--- src/rtl/sevenseg_pkg.sv ---
// rtl/sevenseg_pkg.sv - shared 7-segment types, glyph table and lookup helper
package sevenseg_pkg;

  typedef logic [7:0] seg_t;

  localparam seg_t SEG_BLANK = 8'hFF;

  // Active-low gfedcba patterns indexed by nibble value
  localparam logic [6:0] GLYPH [16] = '{
    7'h40, 7'h79, 7'h24, 7'h30,
    7'h19, 7'h12, 7'h02, 7'h78,
    7'h00, 7'h18, 7'h08, 7'h03,
    7'h46, 7'h21, 7'h06, 7'h0E
  };

  function automatic logic [6:0] hex_to_seg(input logic [3:0] nibble);
    return GLYPH[nibble];
  endfunction

endpackage

--- src/rtl/hex_glyph.sv ---
// rtl/hex_glyph.sv - combinational nibble plus decimal point to active-low segment byte
module hex_glyph
  import sevenseg_pkg::*;
(
  input  logic [3:0] nibble,
  input  logic       dp,
  output seg_t       seg
);

  assign seg = {~dp, hex_to_seg(nibble)};

endmodule

--- src/rtl/hex_display_ctrl.sv ---
// rtl/hex_display_ctrl.sv - multi-digit 7-segment driver with blanking, blink and enable
module hex_display_ctrl
  import sevenseg_pkg::*;
#(
  parameter int NUM_DIGITS = 6,
  parameter int BLINK_DIV  = 25_000_000
) (
  input  logic                    clk,
  input  logic                    reset_n,
  input  logic                    load,
  input  logic [4*NUM_DIGITS-1:0] value,
  input  logic [NUM_DIGITS-1:0]   dp,
  input  logic [NUM_DIGITS-1:0]   blink_mask,
  input  logic                    lz_blank,
  input  logic                    enable,
  output logic [8*NUM_DIGITS-1:0] segments,
  output logic                    blink_phase
);

  localparam int CNT_W = (BLINK_DIV > 1) ? $clog2(BLINK_DIV) : 1;
  localparam logic [CNT_W-1:0] CNT_LAST = CNT_W'(BLINK_DIV - 1);

  logic [4*NUM_DIGITS-1:0] shadow_value;
  logic [NUM_DIGITS-1:0]   shadow_dp;
  logic [CNT_W-1:0]        blink_cnt;
  logic [NUM_DIGITS-1:0]   lz_hide;
  logic                    leading;
  seg_t                    glyph_seg [NUM_DIGITS];
  logic [8*NUM_DIGITS-1:0] next_segments;

  always_ff @(posedge clk) begin
    if (!reset_n) begin
      shadow_value <= '0;
      shadow_dp    <= '0;
    end else if (load) begin
      shadow_value <= value;
      shadow_dp    <= dp;
    end
  end

  // Free-running blink timebase, deliberately independent of enable and load
  always_ff @(posedge clk) begin
    if (!reset_n) begin
      blink_cnt   <= '0;
      blink_phase <= 1'b0;
    end else if (blink_cnt == CNT_LAST) begin
      blink_cnt   <= '0;
      blink_phase <= ~blink_phase;
    end else begin
      blink_cnt   <= blink_cnt + CNT_W'(1);
    end
  end

  for (genvar g = 0; g < NUM_DIGITS; g++) begin : g_glyph
    hex_glyph u_glyph (
      .nibble (shadow_value[4*g +: 4]),
      .dp     (shadow_dp[g]),
      .seg    (glyph_seg[g])
    );
  end

  // A lit DP counts as significant so the scan stops there; digit 0 always shows
  always_comb begin
    lz_hide = '0;
    leading = lz_blank;
    for (int i = NUM_DIGITS - 1; i >= 1; i--) begin
      if (leading && (shadow_value[4*i +: 4] == 4'h0) && !shadow_dp[i]) begin
        lz_hide[i] = 1'b1;
      end else begin
        leading = 1'b0;
      end
    end
  end

  always_comb begin
    next_segments = '1;
    for (int i = 0; i < NUM_DIGITS; i++) begin
      if (!enable) begin
        next_segments[8*i +: 8] = SEG_BLANK;
      end else if (blink_phase && blink_mask[i]) begin
        next_segments[8*i +: 8] = SEG_BLANK;
      end else if (lz_hide[i]) begin
        next_segments[8*i +: 8] = SEG_BLANK;
      end else begin
        next_segments[8*i +: 8] = glyph_seg[i];
      end
    end
  end

  always_ff @(posedge clk) begin
    if (!reset_n) begin
      segments <= '1;
    end else begin
      segments <= next_segments;
    end
  end

endmodule

--- config.mk ---
export PLATFORM = sky130hd
export DESIGN_NAME = hex_display_ctrl
export DESIGN_NICKNAME = d
export VERILOG_FILES = /design/src/rtl/sevenseg_pkg.sv /design/src/rtl/hex_glyph.sv /design/src/rtl/hex_display_ctrl.sv
export SDC_FILE = /design/constraint.sdc
export NUM_CORES = 1
export LEC_CHECK = 0
export ABC_CLOCK_PERIOD_IN_PS = 4000
export BUFFER_PORTS_ARGS = -buffer_cell sky130_fd_sc_hd__buf_2
export CELL_PAD_IN_SITES_DETAIL_PLACEMENT = 1
export CELL_PAD_IN_SITES_GLOBAL_PLACEMENT = 2
export CORE_ASPECT_RATIO = 1.5
export CORE_MARGIN = 4
export CORE_UTILIZATION = 36
export CTS_CLUSTER_DIAMETER = 60
export DETAILED_ROUTE_END_ITERATION = 8
export HOLD_SLACK_MARGIN = 0.1
export PLACE_DENSITY_LB_ADDON = 0.1
export SYNTH_ARGS = -nofsm -noshare
export SYNTH_HDL_FRONTEND = slang
export SYNTH_SLANG_ARGS = --single-unit
--- constraint.sdc ---
create_clock -name clk -period 4 [get_ports clk]
set_input_delay 0.8 -clock clk [delete_from_list [all_inputs] [get_ports clk]]
set_output_delay 0.8 -clock clk [all_outputs]
set_load 0.005 [all_outputs]
Word-level counts from Yosys, hierarchy flattened:

Memory sizes are Yosys's and may differ from the RTL's. A register that Yosys moved wholly into a read port is not among the register bits.
Cells that the tools add are included.

* register bits after elaboration: 104
* ROM bits: 672
* input port bits: 41
* output and inout bits: 49
* memories: 6

Memory list
* (no name shown): depth 16, width 7, rd ports 1, clocked after memory_dff 1, write ports 0, line sevenseg_pkg.sv:17 `return GLYPH[nibble];`
* (no name shown): depth 16, width 7, rd ports 1, clocked after memory_dff 1, write ports 0, line sevenseg_pkg.sv:17
* (no name shown): depth 16, width 7, rd ports 1, clocked after memory_dff 1, write ports 0, line sevenseg_pkg.sv:17
* (no name shown): depth 16, width 7, rd ports 1, clocked after memory_dff 1, write ports 0, line sevenseg_pkg.sv:17
* (no name shown): depth 16, width 7, rd ports 1, clocked after memory_dff 1, write ports 0, line sevenseg_pkg.sv:17
* (no name shown): depth 16, width 7, rd ports 1, clocked after memory_dff 1, write ports 0, line sevenseg_pkg.sv:17

* $add $sub $neg: 1
* magnitude comparators: 6
* eq/ne operators: 1
* mux-type cells: 21
* bitwise logic cells: 15
* reductions and logical operators: 33

Operator list (count)
* 2-to-1 mux 7 bit: 12
* greater-or-equal comparator 5 bit, second input constant: 6
* inverter 4 -> 5 bit: 6
* adder 25 x 1 -> 25 bit, second input constant: 1
* == test 25 bit, second input constant: 1
* logical NOT 4 bit: 5
* OR reduction 4 bit: 5
* logical AND 1 bit: 16
* 2-to-1 mux 1 bit: 9
* inverter 1 bit: 9
* logical NOT 1 bit: 5
* OR reduction 3 bit: 1
* OR reduction 2 bit: 1

Longest topological paths before layout:

Gate-level depths: netlist (run 1).

* word-level depth: 17
* depth in mapped cells: 6
* depth with buffers taken out: 6

By module:

From an unflattened synthesis (run 1), not the netlist that was laid out.

* cell total of the unflattened synthesis: 573
* area, all modules: 5336.4 sq um

By module, submodules not included
* hex_display_ctrl: times used 1, cells each 360, area an instance 3744.8 sq um, sequential area each 2082.0 sq um
* hex_glyph at g_glyph[0].u_glyph ...: times used 3, cells each 36, area an instance 271.5 sq um, sequential area each 0.0 sq um
* hex_glyph at g_glyph[3].u_glyph ...: times used 3, cells each 35, area an instance 259.0 sq um, sequential area each 0.0 sq um

Worst setup path before layout (run 1):

OpenSTA, ideal clock, no wires.

* kind: register to register
* start point: register shadow_value[20]
* end point: register segments[35]
* library setup time: 176 ps
* arrival time: 1744 ps
* path slack: 2080 ps
* cell stages (with the launch flop): 7
* path buffers: 0
* clock period less this slack: 1920 ps
* cell sequence: dfxtp_1 -> inv_1 -> ha_1 -> nor4b_1 -> and2_1 -> a221oi_1 -> o311ai_0

* longest elaborated chain between the ends: 8

RTL lines
* start, declared: line hex_display_ctrl.sv:23 `logic [4*NUM_DIGITS-1:0] shadow_value;`
* start signal, assigned: line hex_display_ctrl.sv:36 `shadow_value <= value;`
* logical NOT 4 bit: line hex_display_ctrl.sv:67 `if (leading && (shadow_value[4*i +: 4] == 4'h0) && !shadow_dp[i]) begin`
* logical AND 1 bit (2 in a row): line hex_display_ctrl.sv:67
* 2-to-1 mux 1 bit: line hex_display_ctrl.sv:67
* logical AND 1 bit (2 in a row): line hex_display_ctrl.sv:67
* 2-to-1 mux 1 bit: line hex_display_ctrl.sv:67
* OR reduction 4 bit (no line)
* end, declared: line hex_display_ctrl.sv:16 `output logic [8*NUM_DIGITS-1:0] segments,`

No other way between the ends.
A chain may end at the register's enable or synchronous reset.

Worst setup path after layout (run 1):

* start point: register shadow_value[20]
* end point: register segments[27]

* longest elaborated chain between the ends: 11

RTL lines (line)
* logical NOT 4 bit (*): hex_display_ctrl.sv:67
* logical AND 1 bit (*) (2 in a row): hex_display_ctrl.sv:67
* 2-to-1 mux 1 bit (*): hex_display_ctrl.sv:67
* logical AND 1 bit (2 in a row): hex_display_ctrl.sv:67
* 2-to-1 mux 1 bit (*): hex_display_ctrl.sv:67
* logical AND 1 bit (*) (2 in a row): hex_display_ctrl.sv:67
* 2-to-1 mux 1 bit (*): hex_display_ctrl.sv:67
* OR reduction 4 bit (no line) (*)

Every way passes the cells marked *; elsewhere a longest branch is shown, timed or not.

==> parameters.txt, run 1 <==
Parameter                              Value

Run status
  Run status    finished clean

Synthesis
  Mux contribution to synthesized area    6.926%
  Largest area contributor in the synthesized netlist    sky130_fd_sc_hd__dfxtp_1
  Flip-flop and latch count after synthesis    104
  Dominant combinational cell family by area after synthesis    simple AND/OR/NAND/NOR gates
  Mapped Area    0.004787 mm²
  Sequential fraction of the synthesis area    43.49%
  Share of synthesized cell area in and, or, nand and nor gates    21.30%
  Primary FF master, synth    sky130_fd_sc_hd__dfxtp_1
  Synth Area in Adders    7.580%
  Post-synthesis instance total    534
  Count of synthesis-stage warnings from yosys    0
  Synthesized area per cell    8.965 µm²
  Most numerous cell types in the synthesized netlist    sky130_fd_sc_hd__dfxtp_1, sky130_fd_sc_hd__nor2_1, sky130_fd_sc_hd__nand2_1
  Number of distinct library cell variants in the gate-level netlist after synthesis    40
  Cell with the most instances after synthesis    sky130_fd_sc_hd__dfxtp_1
  Fraction of synthesized cell area taken by the top area cell type    43.49%
  Ys async rst share    0%
  Share of the synthesized netlist area taken by xor and xnor gates    2.561%
  Synth Net Count    604
  Count of flip-flops with a built-in enable after synthesis    0
  Compound-Gate Fraction of Synth Area    13.88%
  Largest cells by area after synthesis    sky130_fd_sc_hd__dfxtp_1, sky130_fd_sc_hd__ha_1, sky130_fd_sc_hd__mux2i_1

Clock tree
  Bufs on Longest Clock Path    2
  Number of buffers added by the clock tree synthesis step    9
  Number of instances resized during post-cts repair    0
  Number of post-CTS setup repair buffers    0
  Number of clock sinks seen by CTS    104
  Master cell of the clock root buffer    sky130_fd_sc_hd__clkbuf_16
  TritonCTS clock tree    done
  Hold_buf cts    0
  Clk_lat worst skew    340 ps
  Clock transition at the register clock pins on the worst setup and hold paths after CTS    70 ps
  Maximum level of the CTS H-tree    3

Routing
  Average detailed-routed wire length per instance    16.18 µm
  Via count of the routed design    4,033
  Remaining routing DRC violations    0
  Post-DRT Antenna Nets    0
  Aggregate routed wire length    12,480 µm
  Routed vias/inst    5.231
  Iter 0 DRT Violations    69
  Router iterations before antenna repair    4

Timing
  Worst setup skew after layout    6.587 ps
  Maximum frequency from static timing analysis    0.4000 GHz
  Slew Limit Fails    0
  Final Setup Violations    0
  Min cycle time layout    2500 ps
  Worst-Margin Slew    1006 ps
  Hold Vio Cnt, Final    0
  Total Negative Setup Slacks    0 ps
  Worst relative slew slack    32.90%
  Setup repair after global routing missed its margin    no
  Tcrit/Tclk final    62.50%

Finish
  Filler cell count    1,589
  Number of antenna diodes    0
  Total area of multi-input combinational cells    0.002501 mm²
  Area grow syn2layout    17.09%
  Fin nets    678
  Register Area    0.002082 mm²
  Layout cell share with drive strength beyond 1    17.65%
  Final Instance Area    0.005605 mm²
  Final core utilization    43.06%

Worst setup path
  Critical path class    register to register
  Critical path data required time    4150 ps
  Nature of the critical path startpoint    register
  Cells along the critical path    inv_1 > ha_1 > nor4b_1 > and4_1 > a211oi_1 > o311ai_0
  Critical path fanouts, max    8
  Slowest stage cell on the critical path    sky130_fd_sc_hd__a211oi_1
  Data arrival time of the critical path    2640 ps
  Worst stage delay on the critical path    800 ps
  Endpoint class of the critical path    register

Global route
  Most used routing layer in global routing    met2
  Met2 track utilization from global routing    30.14%
  Initial antenna violation count    0
  Wire length of the first global-routing pass    20,880 µm
  Via count of the first global-routing pass    4,250
  M3 GR Usage    3.978%
  Final global-route overflow total    0
  Maximum number of pins on one net before global-route repair    33
  Met1 capacity usage during global routing    20.15%
  GR Util All Layers    17.13%

Floorplanning
  Number of primary I/O pins    90
  Area of the placeable core    0.01302 mm²
  Initial standard-cell utilization of the core    36.77%
  Standard-cell row count    51
  Die X    102.2 µm
  Floorplan die height    149.2 µm
  Overall die area    0.01524 mm²

Run
  Maximum Capacitance Violations    0

Placement
  Total placed instance area    0.005333 mm²
  Final estimated routing congestion in global placement    0.7760
  Post-detailed-placement half-perimeter wirelength    9386 µm
  I/O Buffers    89

Min path
  Tightest Hold Check Type    register to register

Power and ir drop
  Power per unit of standard cell area    391.4 mW/mm²
  Static leakage power    2.230 nW
  VDD IR-drop max    0.1685 mV
worst paths after layout:
| kind | from | to | slack [ps] | cells after the start |
|---|---|---|---|---|
| min reg2reg | shadow_dp[0] | segments[7] | 380 | 1 |
| max reg2reg | shadow_value[20] | segments[27] | 1500 | 6 |
| min | shadow_dp[0] | segments[7] | 380 | 1 |
| max | shadow_value[20] | segments[27] | 1500 | 6 |
cells by family (layout without fill, tap and decap cells):
group           count (synthesis)  after routing
mux                            33             33
compound gates                 97             97
flops                         104            104
fa+ha+maj                      29             29
buf+inv                        53            131
simple gates                  204            204
xor+xnor                       14             14
cell type report:
| type | instances | share of cell area [%] |
|---|---|---|
| multi-input combinational | 377 | 44.62 |
| clock buffer | 11 | 4.509 |
| timing repair buffer | 90 | 8.080 |
| sequential | 104 | 37.14 |
| inverter | 26 | 1.741 |
| tap | 159 | 3.549 |
| clock inverter | 4 | 0.3571 |
per-stage QoR:
| stage | hold WS [ps] | std cells | total power, mW | setup slack, ps |
|---|---|---|---|---|
| 3_5_place_dp | 367.9 | 756 | 1.399 | 1449 |
| 5_1_grt | 423.1 | 771 | 2.309 | 1180 |
| 4_1_cts | 383.5 | 771 | 2.238 | 1430 |
| 2_1_floorplan | 357.3 | 534 | 1.294 | 2080 |
| 6_report | 379.9 | 771 | 2.194 | 1500 |
| 3_3_place_gp | 364.5 | 756 | 1.393 | 1404 |
report_power, final:
part	leakage [nW]	total [mW]	switching, mW	internal (mW)
clock	0.141	0.825	0.376	0.449
combinational	1.23	0.235	0.126	0.108
sequential	0.855	1.13	0.0483	1.09
state kept, by name (all words and copies together) (netlist names):
register      flops
segments         48
blink_cnt        25
shadow_value     24
shadow_dp         6
blink_phase       1
layer usage:
layer | vias to the layer above | share of wire, %
li1 | 2018 | -
met1 | 1936 | 42
met2 | 66 | 52
met3 | 13 | 4.6
met4 | 0 | 1.6
met5 | - | 0
cells in the final DEF (no fill, tap or decap), drive strengths merged, types with 13 or more instances in the layout:
| cell | n |
|---|---|
| o21ai | 18 |
| nand3 | 15 |
| nor2b | 16 |
| inv | 26 |
| a21oi | 20 |
| nor2 | 62 |
| xnor2 | 13 |
| mux2i | 32 |
| dfxtp | 104 |
| o211ai | 17 |
| buf | 90 |
| nand2 | 49 |
| ha | 29 |
| o311ai | 22 |
critical path: cells and delay by family, from the launching register on:
family / cells / cell delay [ps]
flops: 1 / 410
buf+inv: 1 / 110
compound gates: 2 / 1100
simple gates: 2 / 420
fa+ha+maj: 1 / 260
Note: power is estimated with default switching activity, not from simulation.
==> inputs of run 2 (changes only) <==
- ABC_CLOCK_PERIOD_IN_PS: 4000 -> 2400
- CORE_UTILIZATION: 36 -> 33
- clock period: 4 -> 2.4 ns (I/O delays scaled with it)
==> run 2 against run 1 <==
Compared with the run above: sequential cell count unchanged; clock power up 96%; combinational power up 89%; worst hold slack worse by 18 ps; non-clock buffer count up 16; global-route usage down 1.2 points; critical endpoint is now segments[35].
==> parameters.txt, run 2 (synthesized netlist as in run 1, its figures left out) <==
Parameter                              Value

Run status
  Run status    finished clean

Timing
  Tcrit/Tclk final    89.92% (+27 points)
  Setup repair after global routing missed its margin    no
  Total Negative Setup Slacks    0 ps (unchanged)
  Post-route worst setup slack    242.0 ps (-1258 ps)
  Maximum frequency from static timing analysis    0.4634 GHz (+16%)
  Min cycle time layout    2158 ps (-341.8 ps)
  Worst hold margin    361.9 ps (-18.04 ps)
  Final Setup Violations    0 (unchanged)
  Slew Limit Fails    0 (unchanged)
  Worst setup skew after layout    8.786 ps (+2.200 ps)
  Hold Vio Cnt, Final    0 (unchanged)
  Worst-Margin Slew    668.2 ps (-338.2 ps)
  Worst relative slew slack    55.24% (+22 points)

Power and ir drop
  Static leakage power    2.342 nW (+5.0%)
  NetSw    0.9664 mW (+76%)
  Clock power frac    41.2% (+3.6 points)
  Share of power burned in combinational logic    11.3% (+0.6 points)
  Tot Pwr    3.926 mW (+79%)
  VDD IR-drop max    0.2931 mV (+74%)
  Int Pwr    2.960 mW (+80%)
  Register share of total power    47.5% (-4.2 points)
  Net switching share of the total power    24.62% (-0.47 points)
  Power per unit of standard cell area    670.8 mW/mm² (+71%)

Clock tree
  Number of clock sinks seen by CTS    104 (unchanged)
  Number of post-CTS setup repair buffers    0 (unchanged)
  Hold_buf cts    0 (unchanged)
  Bufs on Longest Clock Path    2 (unchanged)
  Number of buffers added by the clock tree synthesis step    9 (unchanged)
  Clk_lat worst skew    350 ps (about the same)
  TritonCTS clock tree    done
  Master cell of the clock root buffer    sky130_fd_sc_hd__clkbuf_16
  Clock transition at the register clock pins on the worst setup and hold paths after CTS    70 ps (about the same)
  Maximum level of the CTS H-tree    3 (unchanged)

Worst setup path
  Data arrival time of the critical path    2330 ps (-310 ps)
  Endpoint class of the critical path    register
  Critical path data required time    2570 ps (-1580 ps)
  Critical path class    register to register
  Nature of the critical path startpoint    register
  Critical path fanouts, max    8 (unchanged)

Finish
  Number of antenna diodes    0 (unchanged)
  Area grow syn2layout    22.27%
  Largest Register    segments
  Post-route non-filler standard cell count    821 (+6.5%)
  Max FFs per register    48 (unchanged)
  Layout cell share with drive strength beyond 1    20.35% (+2.7 points)
  Top Registers    segments: 48 flops, blink_cnt: 25 flops, shadow_value: 24 flops
  Final core utilization    41.44% (-1.6 points)
  Fin nets    694 (+2.4%)
  Commonest cells after routing, fill and taps aside    sky130_fd_sc_hd__dfxtp_1, sky130_fd_sc_hd__buf_2, sky130_fd_sc_hd__nor2_1
  Most common cell after layout, fill and taps aside    sky130_fd_sc_hd__dfxtp_1
  Final Instance Area    0.005853 mm² (+4.4%)

Placement
  Placed cells    805 (+6.5%)
  Total placed instance area    0.005507 mm² (+3.3%)
  Post-detailed-placement half-perimeter wirelength    9607 µm (+2.4%)
  I/O Buffers    89 (unchanged)
  Placement Setup Slack    -80.09 ps (-1529 ps)
  Final estimated routing congestion in global placement    0.7903 (+1.8%)

Global route
  GR Util All Layers    15.88% (-1.2 points)
  Wire length of the first global-routing pass    21,170 µm (+1.4%)
  Maximum number of pins on one net before global-route repair    32 (-3.0%)
  Via count of the first global-routing pass    4,347 (+2.3%)
  Initial antenna violation count    0 (unchanged)
  Final global-route overflow total    0 (unchanged)

Routing
  Average detailed-routed wire length per instance    15.36 µm (-5.1%)
  Iter 0 DRT Violations    118 (+71%)
  Routed vias/inst    4.973 (-4.9%)
  Router iterations before antenna repair    4 (unchanged)
  Post-DRT Antenna Nets    0 (unchanged)
  Remaining routing DRC violations    0 (unchanged)
  Via count of the routed design    4,083 (+1.2%)
  Aggregate routed wire length    12,610 µm (+1.1%)

Floorplanning
  Die X    106.3 µm (+4.1%)
  Number of primary I/O pins    90 (unchanged)
  Initial standard-cell utilization of the core    33.89% (-2.9 points)
  Standard-cell row count    53 (+3.9%)
  Area of the placeable core    0.01412 mm² (+8.5%)
  Overall die area    0.01654 mm² (+8.5%)
  Floorplan die height    155.5 µm (+4.2%)

Min path
  Tightest Hold Check Type    input pin to register

Run
  Maximum Capacitance Violations    0 (unchanged)
## run 2: per-layer routing
metal / vias to the layer above / part of all wire (%) / track usage, %
met2: 80 / 52 / 28.89
met5: - / 0 / 0
met3: 17 / 5.0 / 4.027
met4: 0 / 1.9 / 4.691
li1: 2056 / - / -
met1: 1930 / 41 / 18.19
## run 2: path summary, 6_finish.rpt
check                                       from          endpoint  slack, ps  cells after the start
worst min-delay path                   value[12]  shadow_value[12]        360                      3
worst max register to register  shadow_value[20]      segments[35]        240                      6
worst min register to register      shadow_dp[1]      segments[15]        410                      1
worst max-delay path            shadow_value[20]      segments[35]        240                      6
## run 2: area by class of cell
class / instances / area (µm²)
Fill cell: 1697 / 8272
Multi-Input combinational cell: 377 / 2519
Sequential cell: 104 / 2082
Timing Repair Buffer: 106 / 585.6
Tap cell: 192 / 240.2
Clock buffer: 10 / 239.0
Inverter: 26 / 97.59
Clock inverter: 6 / 90.09
## run 2: power groups by stage
stage	Sequential, mW	Combinational (mW)	Clock (mW)
2_1_floorplan	1.90	0.258	0
3_3_place_gp	1.90	0.444	0
3_5_place_dp	1.90	0.451	0
4_1_cts	1.87	0.454	1.67
5_1_grt	1.88	0.506	1.76
6_report	1.86	0.445	1.62
## run 2: worst max-delay path, cell delays in order (launching register included)
cell	delay, ps
sky130_fd_sc_hd__dfxtp_1	400
sky130_fd_sc_hd__inv_1	110
sky130_fd_sc_hd__ha_1	250
sky130_fd_sc_hd__nor4b_2	190
sky130_fd_sc_hd__and2_1	200
sky130_fd_sc_hd__a221oi_2	530
sky130_fd_sc_hd__o311ai_0	290
## run 2: what timing repair did
action                     CTS  global route
pin swaps                    0             0
resized for setup            2             1
setup endpoints to repair    4             1
==> inputs of run 3 (changes only) <==
- REMOVE_ABC_BUFFERS: default -> 1
==> run 3 against run 2 <==
Compared with the run above: clock power grew 3%; register-to-register slack improved by 40 ps; fmax is 2.0% higher; sequential cell count unchanged.
==> parameters.txt, run 3 (synthesized netlist as in run 1, its figures left out) <==
Parameter                              Value

Run status
  Run status    finished clean

Finish
  Final core utilization    41.20% (-0.24 points)
  Post-route non-filler standard cell count    816 (-0.61%)
  Area grow syn2layout    21.56%
  Largest Register    segments
  Fin nets    691 (-0.43%)
  Layout cell share with drive strength beyond 1    19.39% (-0.96 points)
  Max FFs per register    48 (unchanged)
  Commonest cells after routing, fill and taps aside    sky130_fd_sc_hd__dfxtp_1, sky130_fd_sc_hd__buf_2, sky130_fd_sc_hd__nor2_1
  Top Registers    segments: 48 flops, blink_cnt: 25 flops, shadow_value: 24 flops
  Filler cell count    1,682 (-0.88%)
  Number of antenna diodes    0 (unchanged)
  Most common cell after layout, fill and taps aside    sky130_fd_sc_hd__dfxtp_1

Clock tree
  Bufs on Longest Clock Path    2 (unchanged)
  Clk_lat worst skew    340 ps (about the same)
  Master cell of the clock root buffer    sky130_fd_sc_hd__clkbuf_16
  TritonCTS clock tree    done
  Number of buffers added by the clock tree synthesis step    9 (unchanged)
  Number of clock sinks seen by CTS    104 (unchanged)
  Clock transition at the register clock pins on the worst setup and hold paths after CTS    70 ps (about the same)
  Hold_buf cts    0 (unchanged)
  Maximum level of the CTS H-tree    3 (unchanged)

Routing
  Post-DRT Antenna Nets    0 (unchanged)
  Routed vias/inst    4.977 (about the same)
  Average detailed-routed wire length per instance    15.52 µm (+1.0%)
  Remaining routing DRC violations    0 (unchanged)
  Aggregate routed wire length    12,670 µm (+0.43%)
  Via count of the routed design    4,061 (-0.54%)
  Router iterations before antenna repair    4 (unchanged)
  Iter 0 DRT Violations    111 (-5.9%)

Timing
  Setup repair after global routing missed its margin    no
  Maximum frequency from static timing analysis    0.4727 GHz (+2.0%)
  Tcrit/Tclk final    88.15% (-1.8 points)
  Min cycle time layout    2116 ps (-42.34 ps)
  Hold Vio Cnt, Final    0 (unchanged)
  Total Negative Setup Slacks    0 ps (unchanged)
  Final Setup Violations    0 (unchanged)
  Worst setup skew after layout    6.058 ps (-2.729 ps)
  Worst relative slew slack    57.20% (+2.0 points)
  Post-route worst setup slack    284.3 ps (+42.34 ps)
  Worst-Margin Slew    639.0 ps (-29.22 ps)
  Slew Limit Fails    0 (unchanged)

Min path
  Tightest Hold Check Type    input pin to register

Placement
  I/O Buffers    89 (unchanged)
  Final estimated routing congestion in global placement    0.8635 (+9.3%)
  Placed cells    802 (-0.37%)
  Post-detailed-placement half-perimeter wirelength    9745 µm (+1.4%)
  Placement Setup Slack    0.3180 ps (+80.41 ps)

Worst setup path
  Critical path fanouts, max    7 (-1)
  Kind of cell with the highest combined delay on the critical path    compound AO/OA/AOI/OAI gates
  Slowest stage cell on the critical path    sky130_fd_sc_hd__a31oi_1
  Data arrival time of the critical path    2280 ps (-50 ps)
  Worst stage delay on the critical path    490 ps (-40 ps)
  Critical path class    register to register
  Critical path data required time    2570 ps (about the same)
  WP buf/inv    1 (unchanged)
  Nature of the critical path startpoint    register
  Cells along the critical path    inv_1 > ha_1 > nor4b_1 > and4_1 > a31oi_1 > o311ai_0
  Endpoint class of the critical path    register

Global route
  Most used routing layer in global routing    met2
  M3 GR Usage    4.151% (+0.12 points)
  Via count of the first global-routing pass    4,374 (+0.62%)
  Maximum number of pins on one net before global-route repair    32 (unchanged)
  Initial antenna violation count    1 (+1)
  GR Util All Layers    16.07% (+0.19 points)
  Wire length of the first global-routing pass    21,500 µm (+1.6%)
  Met1 capacity usage during global routing    16.74% (-1.4 points)
  Final global-route overflow total    0 (unchanged)
  Met2 track utilization from global routing    30.98% (+2.1 points)

Floorplanning
  Overall die area    0.01654 mm² (unchanged)
  Area of the placeable core    0.01412 mm² (unchanged)
  Standard-cell row count    53 (unchanged)
  Floorplan die height    155.5 µm (unchanged)
  Die X    106.3 µm (unchanged)
  Number of primary I/O pins    90 (unchanged)
  Initial standard-cell utilization of the core    33.89% (unchanged)

Run
  Maximum Capacitance Violations    0 (unchanged)

Power and ir drop
  Static leakage power    2.323 nW (-0.79%)
  Tot Pwr    3.971 mW (+1.1%)
  Power per unit of standard cell area    682.4 mW/mm² (+1.7%)
  VDD IR-drop max    0.3219 mV (+9.8%)
run 3: repair_timing:
item / in CTS / in global routing
buffers inserted: 0 / 0
resized for setup: 1 / 0
setup endpoints to repair: 3 / 0
hold endpoints to repair: 0 / 0
run 3: through the flow:
step                      cell area (µm²)  hold WS (ps)
after floorplan                      4681         357.3
after global placement               5472         378.8
after detailed placement             5472         377.4
after CTS                            5819         364.6
after global routing                 5819         376.1
final                                5819         376.0
run 3: final timing paths:
path               startpoint      endpoint  slack (ps)  cells past startpoint
max          shadow_value[16]  segments[12]         280                      6
min                     dp[3]  shadow_dp[3]         380                      3
max reg2reg  shadow_value[16]  segments[12]         280                      6
min reg2reg      shadow_dp[0]   segments[7]         390                      1
run 3: cell type report:
cell class / instances / area, µm² / area share [%]
clock buffers: 11 / 252.7 / 4.343
clock inverters: 3 / 90.09 / 1.548
inverters: 26 / 97.59 / 1.677
multi-input cells: 377 / 2506 / 43.07
flip-flops and latches: 104 / 2082 / 35.78
well taps: 192 / 240.2 / 4.128
repair buffers: 103 / 550.5 / 9.460
run 3: metal layers:
layer,up-vias,share of wire [%]
met4,2,1.7
li1,2039,-
met2,64,55
met1,1940,38
met5,-,0.055
met3,16,4.8
run 3: tightest hold or removal path: cells and delay by family:
kind / cells / cell delay, ps
simple gates: 1 / 70
buf+inv: 1 / 70
mux: 1 / 50
run 3: power breakdown:
part / leakage [nW] / switching (mW) / internal [mW] / total (mW)
clock: 0.168 / 0.606 / 1.06 / 1.67
combinational: 1.30 / 0.235 / 0.195 / 0.429
sequential: 0.855 / 0.0596 / 1.81 / 1.87
total: 2.32 / 0.900 / 3.07 / 3.97
